File: src/rtl/alu_seq_pkg.sv
// rtl/alu_seq_pkg.sv - shared classes, FSM encoding and class decode for alu_op_sequencer
package alu_seq_pkg;

    localparam logic [1:0] CLS_ARITH = 2'b00;
    localparam logic [1:0] CLS_LOGIC = 2'b01;
    localparam logic [1:0] CLS_COMP  = 2'b10;
    localparam logic [1:0] CLS_SHIFT = 2'b11;

    typedef enum logic [1:0] {
        ST_IDLE  = 2'd0,
        ST_ISSUE = 2'd1,
        ST_WAIT  = 2'd2,
        ST_RESP  = 2'd3
    } seq_state_t;

    function automatic logic [1:0] fun_class(input logic [3:0] fun);
        return fun[3:2];
    endfunction

endpackage

File: src/rtl/alu_seq_cmd_fifo.sv
// rtl/alu_seq_cmd_fifo.sv - synchronous command FIFO with wrap-bit pointers
module alu_seq_cmd_fifo #(
    parameter int WIDTH = 36,
    parameter int DEPTH = 4
) (
    input  logic             clk,
    input  logic             rst,
    input  logic             push,
    input  logic [WIDTH-1:0] push_data,
    input  logic             pop,
    output logic [WIDTH-1:0] pop_data,
    output logic             full,
    output logic             empty
);
    localparam int AW = $clog2(DEPTH);
    localparam logic [AW:0] PTR_ONE = (AW + 1)'(1);

    logic [WIDTH-1:0] mem [DEPTH];
    logic [AW:0]      wr_ptr;
    logic [AW:0]      rd_ptr;

    assign empty    = (wr_ptr == rd_ptr);
    assign full     = (wr_ptr[AW] != rd_ptr[AW]) && (wr_ptr[AW-1:0] == rd_ptr[AW-1:0]);
    assign pop_data = mem[rd_ptr[AW-1:0]];

    always_ff @(posedge clk) begin
        if (rst) begin
            wr_ptr <= '0;
            rd_ptr <= '0;
        end else begin
            if (push && !full) begin
                wr_ptr <= wr_ptr + PTR_ONE;
            end
            if (pop && !empty) begin
                rd_ptr <= rd_ptr + PTR_ONE;
            end
        end
    end

    // Storage is not reset; only the pointers define occupancy.
    always_ff @(posedge clk) begin
        if (push && !full) begin
            mem[wr_ptr[AW-1:0]] <= push_data;
        end
    end

endmodule

File: src/rtl/alu_op_sequencer.sv
// rtl/alu_op_sequencer.sv - queues ALU commands, issues them one at a time and returns flagged results
// Optional statistics counters enabled by ALU_SEQ_STATS_EN.
module alu_op_sequencer
    import alu_seq_pkg::*;
#(
    parameter int ALU_WIDTH = 16,
    parameter int CMD_DEPTH = 4,
    parameter int TIMEOUT   = 8
) (
    input  logic                 clk,
    input  logic                 rst,
    input  logic                 cmd_valid,
    output logic                 cmd_ready,
    input  logic [ALU_WIDTH-1:0] cmd_a,
    input  logic [ALU_WIDTH-1:0] cmd_b,
    input  logic [3:0]           cmd_fun,
    output logic [ALU_WIDTH-1:0] alu_a,
    output logic [ALU_WIDTH-1:0] alu_b,
    output logic [3:0]           alu_fun,
    input  logic [ALU_WIDTH-1:0] arith_out,
    input  logic [ALU_WIDTH-1:0] logic_out,
    input  logic [ALU_WIDTH-1:0] comp_out,
    input  logic [ALU_WIDTH-1:0] shift_out,
    input  logic                 arith_flag,
    input  logic                 logic_flag,
    input  logic                 comp_flag,
    input  logic                 shift_flag,
    input  logic                 carry_out,
    output logic                 rsp_valid,
    input  logic                 rsp_ready,
    output logic [ALU_WIDTH-1:0] rsp_data,
    output logic                 rsp_carry,
    output logic [1:0]           rsp_class,
    output logic                 rsp_err
`ifdef ALU_SEQ_STATS_EN
    ,
    output logic [15:0]          stat_ops,
    output logic [7:0]           stat_errs
`endif
);
    localparam int ENTRY_W = 2 * ALU_WIDTH + 4;
    localparam int TMO_W   = $clog2(TIMEOUT);
    localparam logic [TMO_W-1:0] TMO_LAST = TMO_W'(TIMEOUT - 1);
    localparam logic [TMO_W-1:0] TMO_ONE  = TMO_W'(1);

    seq_state_t           state, state_n;
    logic [ALU_WIDTH-1:0] alu_a_n, alu_b_n;
    logic [3:0]           alu_fun_n;
    logic [1:0]           exp_cls, exp_cls_n;
    logic [TMO_W-1:0]     tmo_cnt, tmo_cnt_n;
    logic                 rsp_valid_n, rsp_carry_n, rsp_err_n;
    logic [ALU_WIDTH-1:0] rsp_data_n;
    logic [1:0]           rsp_class_n;

    logic                 fifo_push, fifo_pop, fifo_full, fifo_empty;
    logic [ENTRY_W-1:0]   fifo_dout;
    logic                 flag_hit;
    logic [ALU_WIDTH-1:0] hit_data;

    assign cmd_ready = !rst && !fifo_full;
    assign fifo_push = cmd_valid && cmd_ready;

    alu_seq_cmd_fifo #(
        .WIDTH (ENTRY_W),
        .DEPTH (CMD_DEPTH)
    ) u_cmd_fifo (
        .clk       (clk),
        .rst       (rst),
        .push      (fifo_push),
        .push_data ({cmd_a, cmd_b, cmd_fun}),
        .pop       (fifo_pop),
        .pop_data  (fifo_dout),
        .full      (fifo_full),
        .empty     (fifo_empty)
    );

    // Only the flag of the class we issued counts; other classes are ignored.
    always_comb begin
        flag_hit = 1'b0;
        hit_data = '0;
        case (exp_cls)
            CLS_ARITH: begin flag_hit = arith_flag; hit_data = arith_out; end
            CLS_LOGIC: begin flag_hit = logic_flag; hit_data = logic_out; end
            CLS_COMP:  begin flag_hit = comp_flag;  hit_data = comp_out;  end
            CLS_SHIFT: begin flag_hit = shift_flag; hit_data = shift_out; end
            default:   begin flag_hit = 1'b0;       hit_data = '0;        end
        endcase
    end

    always_comb begin
        state_n     = state;
        alu_a_n     = alu_a;
        alu_b_n     = alu_b;
        alu_fun_n   = alu_fun;
        exp_cls_n   = exp_cls;
        tmo_cnt_n   = tmo_cnt;
        rsp_valid_n = rsp_valid;
        rsp_data_n  = rsp_data;
        rsp_carry_n = rsp_carry;
        rsp_class_n = rsp_class;
        rsp_err_n   = rsp_err;
        fifo_pop    = 1'b0;
        case (state)
            ST_IDLE: begin
                if (!fifo_empty) begin
                    fifo_pop                      = 1'b1;
                    {alu_a_n, alu_b_n, alu_fun_n} = fifo_dout;
                    exp_cls_n                     = fun_class(fifo_dout[3:0]);
                    state_n                       = ST_ISSUE;
                end
            end
            ST_ISSUE: begin
                tmo_cnt_n = '0;
                state_n   = ST_WAIT;
            end
            ST_WAIT: begin
                if (flag_hit) begin
                    rsp_valid_n = 1'b1;
                    rsp_data_n  = hit_data;
                    rsp_carry_n = (exp_cls == CLS_ARITH) && carry_out;
                    rsp_class_n = exp_cls;
                    rsp_err_n   = 1'b0;
                    state_n     = ST_RESP;
                end else if (tmo_cnt == TMO_LAST) begin
                    rsp_valid_n = 1'b1;
                    rsp_data_n  = '0;
                    rsp_carry_n = 1'b0;
                    rsp_class_n = exp_cls;
                    rsp_err_n   = 1'b1;
                    state_n     = ST_RESP;
                end else begin
                    tmo_cnt_n = tmo_cnt + TMO_ONE;
                end
            end
            ST_RESP: begin
                if (rsp_ready) begin
                    rsp_valid_n = 1'b0;
                    rsp_err_n   = 1'b0;
                    state_n     = ST_IDLE;
                end
            end
            default: state_n = ST_IDLE;
        endcase
    end

    always_ff @(posedge clk) begin
        if (rst) begin
            state     <= ST_IDLE;
            alu_a     <= '0;
            alu_b     <= '0;
            alu_fun   <= '0;
            exp_cls   <= CLS_ARITH;
            tmo_cnt   <= '0;
            rsp_valid <= 1'b0;
            rsp_data  <= '0;
            rsp_carry <= 1'b0;
            rsp_class <= CLS_ARITH;
            rsp_err   <= 1'b0;
        end else begin
            state     <= state_n;
            alu_a     <= alu_a_n;
            alu_b     <= alu_b_n;
            alu_fun   <= alu_fun_n;
            exp_cls   <= exp_cls_n;
            tmo_cnt   <= tmo_cnt_n;
            rsp_valid <= rsp_valid_n;
            rsp_data  <= rsp_data_n;
            rsp_carry <= rsp_carry_n;
            rsp_class <= rsp_class_n;
            rsp_err   <= rsp_err_n;
        end
    end

`ifdef ALU_SEQ_STATS_EN
    logic rsp_fire;
    assign rsp_fire = (state == ST_RESP) && rsp_valid && rsp_ready;

    always_ff @(posedge clk) begin
        if (rst) begin
            stat_ops  <= '0;
            stat_errs <= '0;
        end else if (rsp_fire) begin
            if (rsp_err) begin
                if (stat_errs != '1) stat_errs <= stat_errs + 8'd1;
            end else begin
                if (stat_ops != '1) stat_ops <= stat_ops + 16'd1;
            end
        end
    end
`endif

endmodule
File: config.mk
export PLATFORM = sky130hd
export DESIGN_NAME = alu_op_sequencer
export DESIGN_NICKNAME = d
export VERILOG_FILES = /design/src/rtl/alu_seq_pkg.sv /design/src/rtl/alu_seq_cmd_fifo.sv /design/src/rtl/alu_op_sequencer.sv
export SDC_FILE = /design/constraint.sdc
export NUM_CORES = 1
export LEC_CHECK = 0
export CORE_AREA = 10 10 124 126
export CTS_BUF_LIST = sky130_fd_sc_hd__clkbuf_4 sky130_fd_sc_hd__clkbuf_8 sky130_fd_sc_hd__clkbuf_16
export DETAILED_ROUTE_END_ITERATION = 8
export DIE_AREA = 0 0 134 136
export DONT_BUFFER_PORTS = 1
export PLACE_DENSITY = 0.83
export SKIP_CTS_REPAIR_TIMING = 1
export SLEW_MARGIN = 20
export SYNTH_ARGS = -nofsm -noshare
export SYNTH_HDL_FRONTEND = slang
export SYNTH_HIERARCHICAL = 1
export SYNTH_SLANG_ARGS = --single-unit
File: constraint.sdc
create_clock -name clk -period 10.15 [get_ports clk]
set_input_delay 2.03 -clock clk [delete_from_list [all_inputs] [get_ports clk]]
set_output_delay 2.03 -clock clk [all_outputs]
set_load 0.02 [all_outputs]
==> flow_summary.rst <==
.. list-table::
   :header-rows: 1

   * - Metric
     - Value
   * - Setup repair after global routing missed its margin
     - no
   * - Reg2Reg Depth
     - 8
   * - Post-synthesis instance area
     - 8640 sq um
   * - TritonCTS Buffers
     - 22
   * - Cell type group with the largest total delay on the critical path
     - simple AND/OR/NAND/NOR gates
   * - Crit-path max cell delay
     - 0.33 ns
   * - Post-placement setup slack
     - 5.75 ns
   * - Met3 track demand over resource in global routing
     - 8.41%
   * - CP Data Arrival Time
     - 2.36 ns
   * - Critical path start-end classification
     - input pin to output pin
   * - P_leak
     - 3.09 nW
   * - Area growth from synthesis to layout
     - 9.99%
   * - TritonCTS clock tree
     - yes
   * - CP Launch Type
     - input pin
   * - Required time worst endpoint
     - 8.12 ns
   * - Hold-critical path depth
     - 2
   * - Clock transition at path regs
     - 0.05 ns
   * - Sequential cell area in the final layout
     - 5730 sq um
   * - Worst-case vdd ir drop
     - 0.181 mV
   * - Proportion of netlist area held by the largest area contributor
     - 50.1%
   * - Detailed Place HPWL
     - 12.2 mm
   * - Buffer levels on the longest clock path
     - 3
   * - Placeable core region
     - 13,000 sq um
   * - GR Layer Usage met2
     - 35.7%
   * - Routed Antenna Nets
     - 0
   * - Number of top-level design ports
     - 167
   * - Fmax
     - 228 MHz
   * - Cell area power density
     - 261 nW/um^2
   * - Hold-critical path endpoint
     - exp_cls[1]$_SDFFE_PP0P_
   * - Die outline area
     - 18,200 sq um
   * - Average vias per placed instance
     - 6.36
   * - R2R Path Start
     - u_cmd_fifo/wr_ptr[0]$_SDFFE_PP0P_
   * - Number of inserted diodes
     - 0
   * - Critical path peak fanout
     - 62
   * - Number of synthesized flops with an enable pin
     - 144
   * - Top flip-flop cell by instance count after synthesis
     - edfxtp_1
   * - Sequential-to-total area share from yosys stat
     - 66.3%
   * - Setup-violating endpoint count in the final report
     - 0
   * - Number of pins with negative max-slew slack in the final report
     - 0
   * - Initial drt markers
     - 212
   * - Average wire per standard cell
     - 24.9 um
   * - Aggregate negative setup slack
     - 0 ns
   * - Final Critical Period
     - 4.39 ns
   * - Worst Min Path Start
     - exp_cls[1]$_SDFFE_PP0P_
   * - Cell area after placement
     - 8730 sq um
   * - Final clock skew
     - 0.00883 ns
   * - Pin count of the biggest net entering global routing
     - 63
   * - Gate count of the mapped netlist
     - 561
   * - Area leader, netlist
     - edfxtp_1
   * - Async set-or-reset flop fraction in the synthesized netlist
     - 0%
   * - Hold violation total from the final report
     - 0
   * - Yosys warning total
     - 6
   * - Antenna violations before repair
     - 0
   * - # DRC
     - 0
   * - Proportion of layout cells with a drive suffix above 1
     - 20.4%
   * - Worst hold-check path type
     - flop to flop
   * - Cell-by-cell trace of the critical path
     - nor2_1
   * - Number of buffers and inverters on the critical path
     - 0
   * - Number of detailed-route iterations in the first pass
     - 4
   * - Result of the run
     - finished, final reports clean
   * - Remaining global-route overflow
     - 0
   * - Number of distinct library cells after synthesis
     - 52
   * - Wire length of the first global-routing pass
     - 28.4 mm
   * - Routability congestion estimate
     - 0.889
   * - Sum of internal, switching and leakage power
     - 2.48 mW
   * - Critical-path top delay cell
     - nor2_1
   * - Count of standard-cell rows
     - 42
   * - Worst slew pin tran
     - 0.995 ns
   * - Nets
     - 676
   * - GRT met1 Usage
     - 21.6%
   * - Buffer cell driving the clock tree root
     - clkbuf_16
   * - Multi-input gate area
     - 2660 sq um
   * - Global route hottest layer
     - met2
   * - Period utilisation layout
     - 43.3%
   * - Number of maximum-capacitance constraint violations
     - 0
   * - Worst path setup slack after routing
     - 5.76 ns
   * - Via count of the first global-routing pass
     - 4,950
   * - Number of fill cells
     - 780
   * - Aggregate routed wire length
     - 18.6 mm
   * - Finished Cell Area
     - 9500 sq um
   * - Y dimension of the die
     - 136 um
   * - Most instantiated library cell after synthesis
     - edfxtp_1
   * - Net count after synthesis
     - 682
   * - List of most frequent post-synthesis cells
     - 144 x edfxtp_1, 83 x nand2_1, 70 x dfxtp_1
   * - Vias after detailed routing
     - 4,745
   * - Level count of the clock H-tree
     - 1
   * - Setup slack, reg-to-reg
     - 6.49 ns
   * - Critical path endpoint category
     - output pin
   * - Clock insertion delay at the later pin of the skew report
     - 0.50 ns
   * - Largest cells by area after synthesis
     - edfxtp_1 50%, dfxtp_1 16%, mux4_2 14%
   * - Worst slew margin relative to its limit
     - 33.6%
   * - Initial cell density of the core
     - 66.6%
   * - Syn Area/Cell
     - 15.4 sq um
   * - # port buffers
     - 0
   * - Synthesis-stage register bit count
     - 214
   * - Number of clock sinks seen by CTS
     - 214
   * - Die Wd
     - 134 um
   * - GRT Overall Usage
     - 19.9%
report_power, final:
group          switching [mW]  internal, mW
combinational           0.295         0.215
sequential              0.123          1.01
clock                   0.316         0.515
total                   0.734          1.75
how the worst max path moves through the flow:
stage,from,to,cells after the start
global route,rst,cmd_ready,1
floorplan,rst,u_cmd_fifo/mem[3][0]$_DFFE_PP_,5
finish,rst,cmd_ready,1
global placement,rst,cmd_ready,1
detailed placement,rst,cmd_ready,1
CTS,rst,cmd_ready,1
sequential cells by signal, indices dropped and copies added (netlist names), named ones only:
register,count
alu_a,16
alu_b,16
alu_fun,3
exp_cls,1
rsp_carry,1
rsp_class,2
rsp_data,16
rsp_err,1
rsp_valid,1
state,2
tmo_cnt,3
u_cmd_fifo/mem,144
u_cmd_fifo/rd_ptr,3
u_cmd_fifo/wr_ptr,3
through the flow:
step / util (%) / instances / hold WS, ns
after detailed placement: 67.2 / 707 / 0.451
after global routing: 73.2 / 746 / 0.485
after global placement: 67.2 / 707 / 0.443
final: 73.2 / 746 / 0.456
after floorplan: - / 561 / 0.452
after CTS: 73.2 / 746 / 0.458
logic make-up (layout without fill, tap and decap cells):
logic type / after synthesis / count (layout) / share of synthesized area, %
compound gates: 88 / 88 / 7.23
mux: 57 / 57 / 14.3
fa+ha+maj: 12 / 12 / 1.74
flops: 214 / 214 / 66.3
xor+xnor: 6 / 6 / 0.608
buf+inv: 57 / 66 / 3.17
simple gates: 127 / 127 / 6.72
placed cells by master (no fill, tap or decap), types with 2 or more instances in the layout:
| cell | instances |
|---|---|
| dfxtp_1 | 68 |
| nand3b_1 | 2 |
| nand2_1 | 83 |
| mux4_2 | 52 |
| a41oi_1 | 2 |
| clkbuf_4 | 4 |
| nand3_1 | 8 |
| a31oi_1 | 3 |
| xnor2_1 | 3 |
| nand4_1 | 3 |
| inv_1 | 22 |
| dfxtp_2 | 2 |
| clkbuf_16 | 24 |
| ha_1 | 12 |
| edfxtp_1 | 144 |
| and2_1 | 2 |
| a21oi_1 | 45 |
| clkinv_1 | 2 |
| o2bb2ai_1 | 6 |
| nand2b_1 | 2 |
| buf_4 | 4 |
| nand4b_1 | 2 |
| mux2_4 | 2 |
| o21ai_0 | 7 |
| mux2i_1 | 2 |
| bufinv_16 | 2 |
| o2bb2ai_2 | 10 |
| nor2_1 | 8 |
| and2_2 | 3 |
| clkbuf_8 | 3 |
| nor3b_1 | 4 |
| o211ai_1 | 5 |
| or3b_1 | 2 |
| xor2_1 | 3 |
layout make-up:
cell class	count	share of cell area (%)
Inverter	23	0.908
Multi-Input combinational cell	290	28.0
Timing Repair Buffer	4	0.316
Clock buffer	31	7.07
Sequential cell	214	60.3
Clock inverter	8	1.11
Tap cell	176	2.32
metal layers:
metal	wire [um]	vias to the layer above
met5	0	-
met4	341	0
met3	2050	37
met2	9730	219
met1	6480	2368
li1	-	2121
No activity file was read; power rests on OpenSTA's default activity.
